## config.mk

```make
export PLATFORM = sky130hd
export DESIGN_NAME = sec_display
export DESIGN_NICKNAME = d
export VERILOG_FILES = /design/src/rtl/sec_display_pkg.sv /design/src/rtl/sec_display_bin_to_mmss.sv /design/src/rtl/sec_display.sv
export SDC_FILE = /design/constraint.sdc
export NUM_CORES = 1
export LEC_CHECK = 0
export ABC_AREA = 1
export CAP_MARGIN = 15
export CORE_ASPECT_RATIO = 2
export CORE_UTILIZATION = 37
export CTS_CLUSTER_SIZE = 40
export DETAILED_ROUTE_END_ITERATION = 10
export HOLD_SLACK_MARGIN = 0.12
export SYNTH_ARGS = -nofsm -noshare
export SYNTH_HDL_FRONTEND = slang
export SYNTH_SLANG_ARGS = --single-unit
```

## constraint.sdc

```tcl
create_clock -name clk -period 1.8 [get_ports clk]
set_clock_uncertainty 0.2 [all_clocks]
set_input_delay 0.36 -clock clk [delete_from_list [all_inputs] [get_ports clk]]
set_output_delay 0.36 -clock clk [all_outputs]
set_load 0.05 [all_outputs]
```

## src/rtl/sec_display_pkg.sv

```systemverilog
// Shared definitions for the seconds-to-MM:SS display path.
// Covers FSM states, conversion limits and the active-low segment patterns {g,f,e,d,c,b,a}.
package sec_display_pkg;

    typedef enum logic [1:0] {
        ST_IDLE = 2'd0,
        ST_DIV  = 2'd1,
        ST_BCD  = 2'd2,
        ST_LOAD = 2'd3
    } state_t;

    localparam logic [6:0] DIVISOR = 7'd60;
    localparam logic [6:0] MAX_MIN = 7'd99;
    localparam logic [6:0] MAX_SEC = 7'd59;

    localparam logic [6:0] SEG_0     = 7'b1000000;
    localparam logic [6:0] SEG_1     = 7'b1111001;
    localparam logic [6:0] SEG_2     = 7'b0100100;
    localparam logic [6:0] SEG_3     = 7'b0110000;
    localparam logic [6:0] SEG_4     = 7'b0011001;
    localparam logic [6:0] SEG_5     = 7'b0010010;
    localparam logic [6:0] SEG_6     = 7'b0000010;
    localparam logic [6:0] SEG_7     = 7'b1111000;
    localparam logic [6:0] SEG_8     = 7'b0000000;
    localparam logic [6:0] SEG_9     = 7'b0010000;
    localparam logic [6:0] SEG_BLANK = 7'b1111111;

    function automatic logic [6:0] seg_pattern(input logic [3:0] v);
        case (v)
            4'd0:    return SEG_0;
            4'd1:    return SEG_1;
            4'd2:    return SEG_2;
            4'd3:    return SEG_3;
            4'd4:    return SEG_4;
            4'd5:    return SEG_5;
            4'd6:    return SEG_6;
            4'd7:    return SEG_7;
            4'd8:    return SEG_8;
            4'd9:    return SEG_9;
            default: return SEG_BLANK;
        endcase
    endfunction

    // One double-dabble iteration on {tens, units, 7-bit binary}: add-3 correction, then shift.
    function automatic logic [14:0] dabble_step(input logic [14:0] s);
        logic [14:0] t;
        t = s;
        if (t[14:11] >= 4'd5) t[14:11] = t[14:11] + 4'd3;
        if (t[10:7]  >= 4'd5) t[10:7]  = t[10:7]  + 4'd3;
        return {t[13:0], 1'b0};
    endfunction

endpackage

```

## src/rtl/sec_display_bin_to_mmss.sv

```systemverilog
// Sequential binary seconds to BCD minutes/seconds: 16-cycle restoring divide by 60,
// then a 7-cycle double-dabble on both fields. done is high for the single LOAD cycle.
module bin_to_mmss
    import sec_display_pkg::*;
(
    input  logic        clk,
    input  logic        rst,
    input  logic        start,
    input  logic [15:0] value,
    output logic        ready,
    output logic        done,
    output logic        busy,
    output logic        ovf_res,
    output logic [3:0]  min_tens,
    output logic [3:0]  min_ones,
    output logic [3:0]  sec_tens,
    output logic [3:0]  sec_ones
);

    state_t      state_q, state_d;
    logic [15:0] work_q, work_d;
    logic [5:0]  rem_q, rem_d;
    logic [3:0]  cnt_q, cnt_d;
    logic [14:0] min_sh_q, min_sh_d;
    logic [14:0] sec_sh_q, sec_sh_d;
    logic        ovf_pend_q, ovf_pend_d;
    logic        busy_q, busy_d;

    logic [6:0]  trial;
    logic        trial_ge;
    logic [5:0]  rem_step;
    logic [15:0] work_step;

    // Remainder stays below 60, so the shifted trial value always fits in 7 bits.
    always_comb begin
        trial     = {rem_q, work_q[15]};
        trial_ge  = (trial >= DIVISOR);
        rem_step  = trial_ge ? 6'(trial - DIVISOR) : trial[5:0];
        work_step = {work_q[14:0], trial_ge};
    end

    always_comb begin
        state_d    = state_q;
        work_d     = work_q;
        rem_d      = rem_q;
        cnt_d      = cnt_q;
        min_sh_d   = min_sh_q;
        sec_sh_d   = sec_sh_q;
        ovf_pend_d = ovf_pend_q;

        case (state_q)
            ST_IDLE: begin
                if (start) begin
                    work_d  = value;
                    rem_d   = 6'd0;
                    cnt_d   = 4'd0;
                    state_d = ST_DIV;
                end
            end
            ST_DIV: begin
                work_d = work_step;
                rem_d  = rem_step;
                cnt_d  = cnt_q + 4'd1;
                if (cnt_q == 4'd15) begin
                    cnt_d   = 4'd0;
                    state_d = ST_BCD;
                    if (work_step > 16'(MAX_MIN)) begin
                        min_sh_d   = {8'd0, MAX_MIN};
                        sec_sh_d   = {8'd0, MAX_SEC};
                        ovf_pend_d = 1'b1;
                    end else begin
                        min_sh_d   = {8'd0, work_step[6:0]};
                        sec_sh_d   = {9'd0, rem_step};
                        ovf_pend_d = 1'b0;
                    end
                end
            end
            ST_BCD: begin
                min_sh_d = dabble_step(min_sh_q);
                sec_sh_d = dabble_step(sec_sh_q);
                cnt_d    = cnt_q + 4'd1;
                if (cnt_q == 4'd6) begin
                    cnt_d   = 4'd0;
                    state_d = ST_LOAD;
                end
            end
            default: begin
                state_d = ST_IDLE;
            end
        endcase

        busy_d = (state_d != ST_IDLE);
    end

    always_ff @(posedge clk) begin
        if (rst) begin
            state_q    <= ST_IDLE;
            work_q     <= '0;
            rem_q      <= '0;
            cnt_q      <= '0;
            min_sh_q   <= '0;
            sec_sh_q   <= '0;
            ovf_pend_q <= 1'b0;
            busy_q     <= 1'b0;
        end else begin
            state_q    <= state_d;
            work_q     <= work_d;
            rem_q      <= rem_d;
            cnt_q      <= cnt_d;
            min_sh_q   <= min_sh_d;
            sec_sh_q   <= sec_sh_d;
            ovf_pend_q <= ovf_pend_d;
            busy_q     <= busy_d;
        end
    end

    assign ready    = (state_q == ST_IDLE);
    assign done     = (state_q == ST_LOAD);
    assign busy     = busy_q;
    assign ovf_res  = ovf_pend_q;
    assign min_tens = min_sh_q[14:11];
    assign min_ones = min_sh_q[10:7];
    assign sec_tens = sec_sh_q[14:11];
    assign sec_ones = sec_sh_q[10:7];

endmodule

```

## src/rtl/sec_display.sv

```systemverilog
// MM:SS display driver: detects changes of sec, converts them through bin_to_mmss and
// scans four active-low seven-segment digits, with the colon dot lit on digit 2.
module sec_display
    import sec_display_pkg::*;
#(
    parameter int REFRESH_DIV = 12_500
) (
    input  logic        clk,
    input  logic        rst,
    input  logic [15:0] sec,
    output logic [6:0]  seg,
    output logic        dp,
    output logic [3:0]  an,
    output logic        busy,
    output logic        ovf
);

    localparam int CNT_W = (REFRESH_DIV > 1) ? $clog2(REFRESH_DIV) : 1;

    logic [15:0]      sec_last_q, sec_last_d;
    logic             valid_last_q, valid_last_d;
    logic [3:0]       digit_q [4];
    logic [3:0]       digit_d [4];
    logic             ovf_q, ovf_d;
    logic [CNT_W-1:0] scan_cnt_q, scan_cnt_d;
    logic [1:0]       scan_idx_q, scan_idx_d;

    logic       conv_start, conv_ready, conv_done, conv_busy, conv_ovf;
    logic [3:0] conv_min_tens, conv_min_ones, conv_sec_tens, conv_sec_ones;

    assign conv_start = conv_ready && (!valid_last_q || (sec != sec_last_q));

    bin_to_mmss u_conv (
        .clk      (clk),
        .rst      (rst),
        .start    (conv_start),
        .value    (sec),
        .ready    (conv_ready),
        .done     (conv_done),
        .busy     (conv_busy),
        .ovf_res  (conv_ovf),
        .min_tens (conv_min_tens),
        .min_ones (conv_min_ones),
        .sec_tens (conv_sec_tens),
        .sec_ones (conv_sec_ones)
    );

    always_comb begin
        sec_last_d   = sec_last_q;
        valid_last_d = valid_last_q;
        digit_d      = digit_q;
        ovf_d        = ovf_q;
        scan_cnt_d   = scan_cnt_q + CNT_W'(1);
        scan_idx_d   = scan_idx_q;

        if (conv_start) begin
            sec_last_d   = sec;
            valid_last_d = 1'b1;
        end

        // All four digits and ovf change on one edge so no mixed value is ever shown.
        if (conv_done) begin
            digit_d[3] = conv_min_tens;
            digit_d[2] = conv_min_ones;
            digit_d[1] = conv_sec_tens;
            digit_d[0] = conv_sec_ones;
            ovf_d      = conv_ovf;
        end

        if (scan_cnt_q == CNT_W'(REFRESH_DIV - 1)) begin
            scan_cnt_d = '0;
            scan_idx_d = scan_idx_q + 2'd1;
        end
    end

    always_ff @(posedge clk) begin
        if (rst) begin
            sec_last_q   <= '0;
            valid_last_q <= 1'b0;
            digit_q      <= '{default: 4'd0};
            ovf_q        <= 1'b0;
            scan_cnt_q   <= '0;
            scan_idx_q   <= '0;
        end else begin
            sec_last_q   <= sec_last_d;
            valid_last_q <= valid_last_d;
            digit_q      <= digit_d;
            ovf_q        <= ovf_d;
            scan_cnt_q   <= scan_cnt_d;
            scan_idx_q   <= scan_idx_d;
        end
    end

    assign an   = ~(4'b0001 << scan_idx_q);
    assign seg  = seg_pattern(digit_q[scan_idx_q]);
    assign dp   = (scan_idx_q != 2'd2);
    assign busy = conv_busy;
    assign ovf  = ovf_q;

endmodule

```

### Word level (Yosys, flattened, before mapping)

Memory sizes are Yosys's and may differ from the RTL's.
Index checks and enable logic that the tools add are counted.

| storage, ports and cells | value |
|---|---|
| input bits | 18 |
| word-level logic and storage cells | 86 |
| memories kept | 1 |
| bits in registers | 110 |
| output and inout bits | 14 |
| RAM bits | 0 |
| memory bits (read-only) | 112 |
| bits in latches | 0 |

| operators by class | value |
|---|---|
| multipliers | 0 |
| magnitude comparators | 7 |
| $add $sub $neg | 8 |
| bitwise operators | 2 |
| divide/modulo/power cells | 0 |
| shift operators | 1 |
| equal/unequal tests | 10 |
| reductions and logical operators | 13 |
| multiplexer cells | 27 |

Memories:

| memory | depth | bits a word | read ports | clocked after Yosys merged registers in | write ports | RTL line | text |
|---|---|---|---|---|---|---|---|
| (name not given) | 16 | 7 | 1 | 0 | 0 | sec_display_pkg.sv:29 | `case (v)` |

Operators with widths:

| cell | count |
|---|---|
| $pmux 15 s2 | 2 |
| $pmux 16 s2 | 1 |
| $mux 15 | 2 |
| $mux 4 | 7 |
| $mux 6 | 3 |
| $ge 4x3->1 const B | 4 |
| $gt 16x7->1 const B | 1 |
| $mux 16 | 1 |
| $ne 16x16->1 | 1 |
| $add 14x1->14 const B | 1 |
| $eq 14x14->1 const B | 1 |
| $pmux 4 s3 | 1 |
| $pmux 6 s2 | 1 |
| $add 4x2->4 const B | 2 |
| $bmux 4 s2 | 1 |
| $reduce_and 2->1 | 4 |
| $ge 7x6->1 const B | 1 |
| $mux 7 | 1 |
| $add 3x2->3 const B | 2 |
| $mux 2 | 3 |
| $mux 3 | 2 |
| $pmux 2 s3 | 1 |
| $reduce_bool 2->1 | 3 |
| $sub 6x6->6 const B | 1 |
| other kinds (19) | 21 |

### Logic depth before layout (Yosys ltp)

| logic depth | value |
|---|---|
| depth after elaboration | 6 |
| mapped depth | 12 |
| mapped depth without buffers | 11 |

### Hierarchy

A second synthesis with hierarchy kept.

| second synthesis, totals | value |
|---|---|
| cell total of the unflattened synthesis | 836 |
| area total of the unflattened synthesis | 5826.8 µm² |

Modules (own cells, without submodules):

| module | instances | area an instance (µm²) | cells each | seq. area each (µm²) |
|---|---|---|---|---|
| bin_to_mmss | 1 | 3189.3 | 439 | 1201.2 |
| sec_display | 1 | 2637.5 | 397 | 1001.0 |

### Worst setup path before layout

Ideal clock, no wire load.

| path | value |
|---|---|
| path type | reg-to-output |
| start point | reg scan_idx_q[0] |
| end point | out seg[5] |
| path buffers | 1 |
| arrival time | 2350 ps |
| cell stages (with the launch flop) | 10 |
| path slack | -1110 ps |
| data required time | 1240 ps |
| cells stage by stage | dfxtp_1 -> buf_2 -> a21oi_1 -> o21ai_0 -> and2_1 -> inv_1 -> ha_1 -> inv_1 -> nor2_1 -> o21ai_0 |

| between the ends | value |
|---|---|
| longest elaborated chain between the ends | 5 |

RTL lines:

| element | RTL line | text |
|---|---|---|
| start, declared | sec_display.sv:26 | `logic [1:0] scan_idx_q, scan_idx_d;` |
| start signal, assigned | sec_display.sv:90 | `scan_idx_q <= scan_idx_d;` |
| $not 2->3 (not written as such) | sec_display.sv:95 | `assign seg = seg_pattern(digit_q[scan_idx_q]);` |
| $bmux 4 s2 | sec_display.sv:95 |  |
| $mux 4 (not written as such) (2 in series) | sec_display.sv:95 |  |
| $mem_v2 16x7 | - |  |
| end, declared | sec_display.sv:11 | `output logic [6:0] seg,` |

No other way between the ends. The select of a mux whose other input is x is not followed.

### Worst setup path after layout

| path | value |
|---|---|
| start point | reg scan_idx_q[0] |
| end point | out seg[4] |

The elaborated chain is that of the path after synthesis.

==> results.sh <==
export IMPL_fin_total_pwr_w=0.00542
export IMPL_port_buffers=31
export IMPL_critPathMaxFanout=7
export IMPL_synth_seq_cells=110
export IMPL_final_common_cell="nand2_1"
export IMPL_hpwl_um=10800
export IMPL_gr_total_overflow=0
export IMPL_fin_nets=992
export IMPL_cts_buffers=9
export IMPL_rsz0062_at_grt="yes"
export IMPL_layout_common_cells="134 x nand2_1, 105 x nor2_1, 94 x dfxtp_1, 80 x buf_4, 66 x inv_1"
export IMPL_vias_per_cell=4.99
export IMPL_clock_sinks=110
export IMPL_violations="setup timing"
export IMPL_die_y_um=179
export IMPL_finalHoldViolations=0
export IMPL_clk_pin_slew_ns=0.07
export IMPL_yosysSeqAreaShare=0.381
export IMPL_max_cap_violations=0
export IMPL_clock_path_buffers=2
export IMPL_initial_core_util=0.377
export IMPL_cts_tree="done"
export IMPL_die_area_mm2=0.0161
export IMPL_clk_latency_ns=0.35
export IMPL_cts_hold_buf=0
export IMPL_drive_above_1_share=0.336
export IMPL_fill_cells=1424
export IMPL_setup_viol_count_final=51
export IMPL_drc=0
export IMPL_cp_start_kind="flip-flop"
export IMPL_postSynthCellCount=828
export IMPL_grt_pass1_wl_um=24500
export IMPL_min_path_cells=4
export IMPL_synth_main_ff_cell="dfxtp_1"
export IMPL_fin_cells=1151
export IMPL_max_freq_mhz=419
export IMPL_end_kind="primary output"
export IMPL_dp_cells=1113
export IMPL_syn_num_nets=872
export IMPL_period_share=1.32
export IMPL_fin_ws_ns=-0.585
export IMPL_io_pins=32
export IMPL_synth_edf_count=0
export IMPL_hold_slack_ns=0.225
export IMPL_p_per_area_mw_per_mm2=641
export IMPL_grt_pass1_vias=5509
export IMPL_core_area_mm2=0.0153
export IMPL_netlist_area_mm2=0.00577
export IMPL_groute_usage_overall=0.189
export IMPL_drt_pass1_iter_count=4
export IMPL_reg2reg_depth=11
export IMPL_h_tree_depth=3
export IMPL_slew_viol_final=0
export IMPL_finalWeightedCongestion=0.797
export IMPL_relSlewSlack=0.786
export IMPL_wire_per_inst_um=13.5
export IMPL_tightestPinTransition_ns=0.321
export IMPL_synthArstFlopShare=0
export IMPL_ir_drop_uv=455
export IMPL_antenna_found_initial=0
export IMPL_rows=64
export IMPL_synth_cell_types=41
export IMPL_first_iter_violations=153
export IMPL_clockRootBuffer="clkbuf_16"
export IMPL_grt_max_degree=28
export IMPL_routed_wl_um=15500
export IMPL_outcome="finished with violations"
export IMPL_area_growth_pct=46.6
export IMPL_crit_arrival_ns=1.82
export IMPL_p_leak_nw=3.74
export IMPL_yosysWarnings=0
export IMPL_num_vias=5738
export IMPL_die_w_um=90.3
export IMPL_crit_required_ns=1.24
export IMPL_synth_avg_cell_area_um2=6.97
export IMPL_ant_nets=0
export IMPL_setup_tns_ns=-6.29
export IMPL_num_antenna_cells=0
export IMPL_min_period_ns=2.38
export IMPL_r2r_slack_ns=-0.11
export IMPL_hp_class="input port to flip-flop"
export IMPL_worstSetupPathType="flip-flop to primary output"
-- critical path, cell delays in order (launching register included) --
cell     delay, ns
dfxtp_4       0.38
buf_6         0.13
o21ai_2       0.11
and2_4        0.19
buf_6         0.10
ha_4          0.12
nand2_2       0.05
a21oi_2       0.18
a21oi_4       0.06
buf_12        0.15
-- flip-flops by register name, indices dropped and copies added, names as in the netlist, 2 cells and up --
name and cells:
digit_q 16, sec_last_q 16, u_conv.work_q 16, u_conv.min_sh_q 15
u_conv.sec_sh_q 15, scan_cnt_q 14, u_conv.rem_q 6, u_conv.cnt_q 4
scan_idx_q 2, u_conv.state_q 2
-- synthesized netlist by cell type, drive strengths merged, types with 2 or more instances --
library cell | n | share of area
xor2 | 7 | 0.011
a21oi | 89 | 0.077
clkbuf | 16 | 0.010
o21ai | 79 | 0.071
nor3 | 7 | 0.0061
nor2 | 127 | 0.085
clkinv | 2 | 0.0013
o21a | 2 | 0.0026
inv | 86 | 0.056
dfxtp | 110 | 0.38
o21bai | 2 | 0.0026
nand2 | 158 | 0.10
nand3 | 52 | 0.049
a21o | 2 | 0.0026
xnor2 | 4 | 0.0061
nand4 | 11 | 0.012
ha | 26 | 0.056
buf | 20 | 0.026
mux2i | 11 | 0.019
or2 | 2 | 0.0022
a31oi | 5 | 0.0054
o211ai | 4 | 0.0052
-- path summary, 6_finish.rpt --
path | endpoint | startpoint
max | seg[4] | scan_idx_q[0]
min | sec_last_q[6] | sec[6]
max reg2reg | u_conv.work_q[7] | sec_last_q[9]
min reg2reg | u_conv.sec_sh_q[6] | u_conv.sec_sh_q[6]
-- through the flow --
stage / worst slack (ns) / area [um2] / util
6_report: -0.585 / 8460 / 0.553
5_1_grt: -0.660 / 8460 / 0.553
4_1_cts: -0.681 / 7830 / 0.512
3_5_place_dp: -0.665 / 7160 / 0.468
3_3_place_gp: -0.646 / 7160 / 0.468
2_1_floorplan: -0.199 / 5980 / -
-- final cells by class --
| cell class | count | area [um2] | share of cell area |
|---|---|---|---|
| inverter | 88 | 357 | 0.0421 |
| multi-input combinational | 595 | 3780 | 0.447 |
| clock inverter | 5 | 58.8 | 0.00695 |
| clock buffer | 11 | 243 | 0.0287 |
| tap | 198 | 248 | 0.0293 |
| sequential | 110 | 2230 | 0.263 |
| timing repair buffer | 144 | 1540 | 0.182 |
-- metal layers --
layer / share of wire / routed length, um / track usage / vias up
met2: 0.60 / 9330 / 0.406 / 91
met3: 0.018 / 280 / 0.0233 / 29
met1: 0.35 / 5450 / 0.167 / 2670
li1: - / - / - / 2948
met5: 0 / 0 / 0 / -
met4: 0.031 / 482 / 0.0874 / 0
-- where the power goes --
group / internal, W / switching, W
Combinational: 0.000359 / 0.000428
Sequential: 0.00252 / 0.0000805
Clock: 0.00112 / 0.000915
-- repair_timing --
item,CTS,global route
cloned,3,3
gates resized for setup,91,151
setup endpoints to repair,84,102
pin swaps,16,57
buffers inserted,5,11
-- cell families after synthesis --
kind of cell	count (synthesis)	share of synthesized area
buf+inv	124	0.0936
compound gates	186	0.171
xor+xnor	11	0.0167
mux	11	0.0191
simple gates	360	0.262
flops	110	0.381
fa+ha+maj	26	0.0563
(Power assumes the default switching activity.)
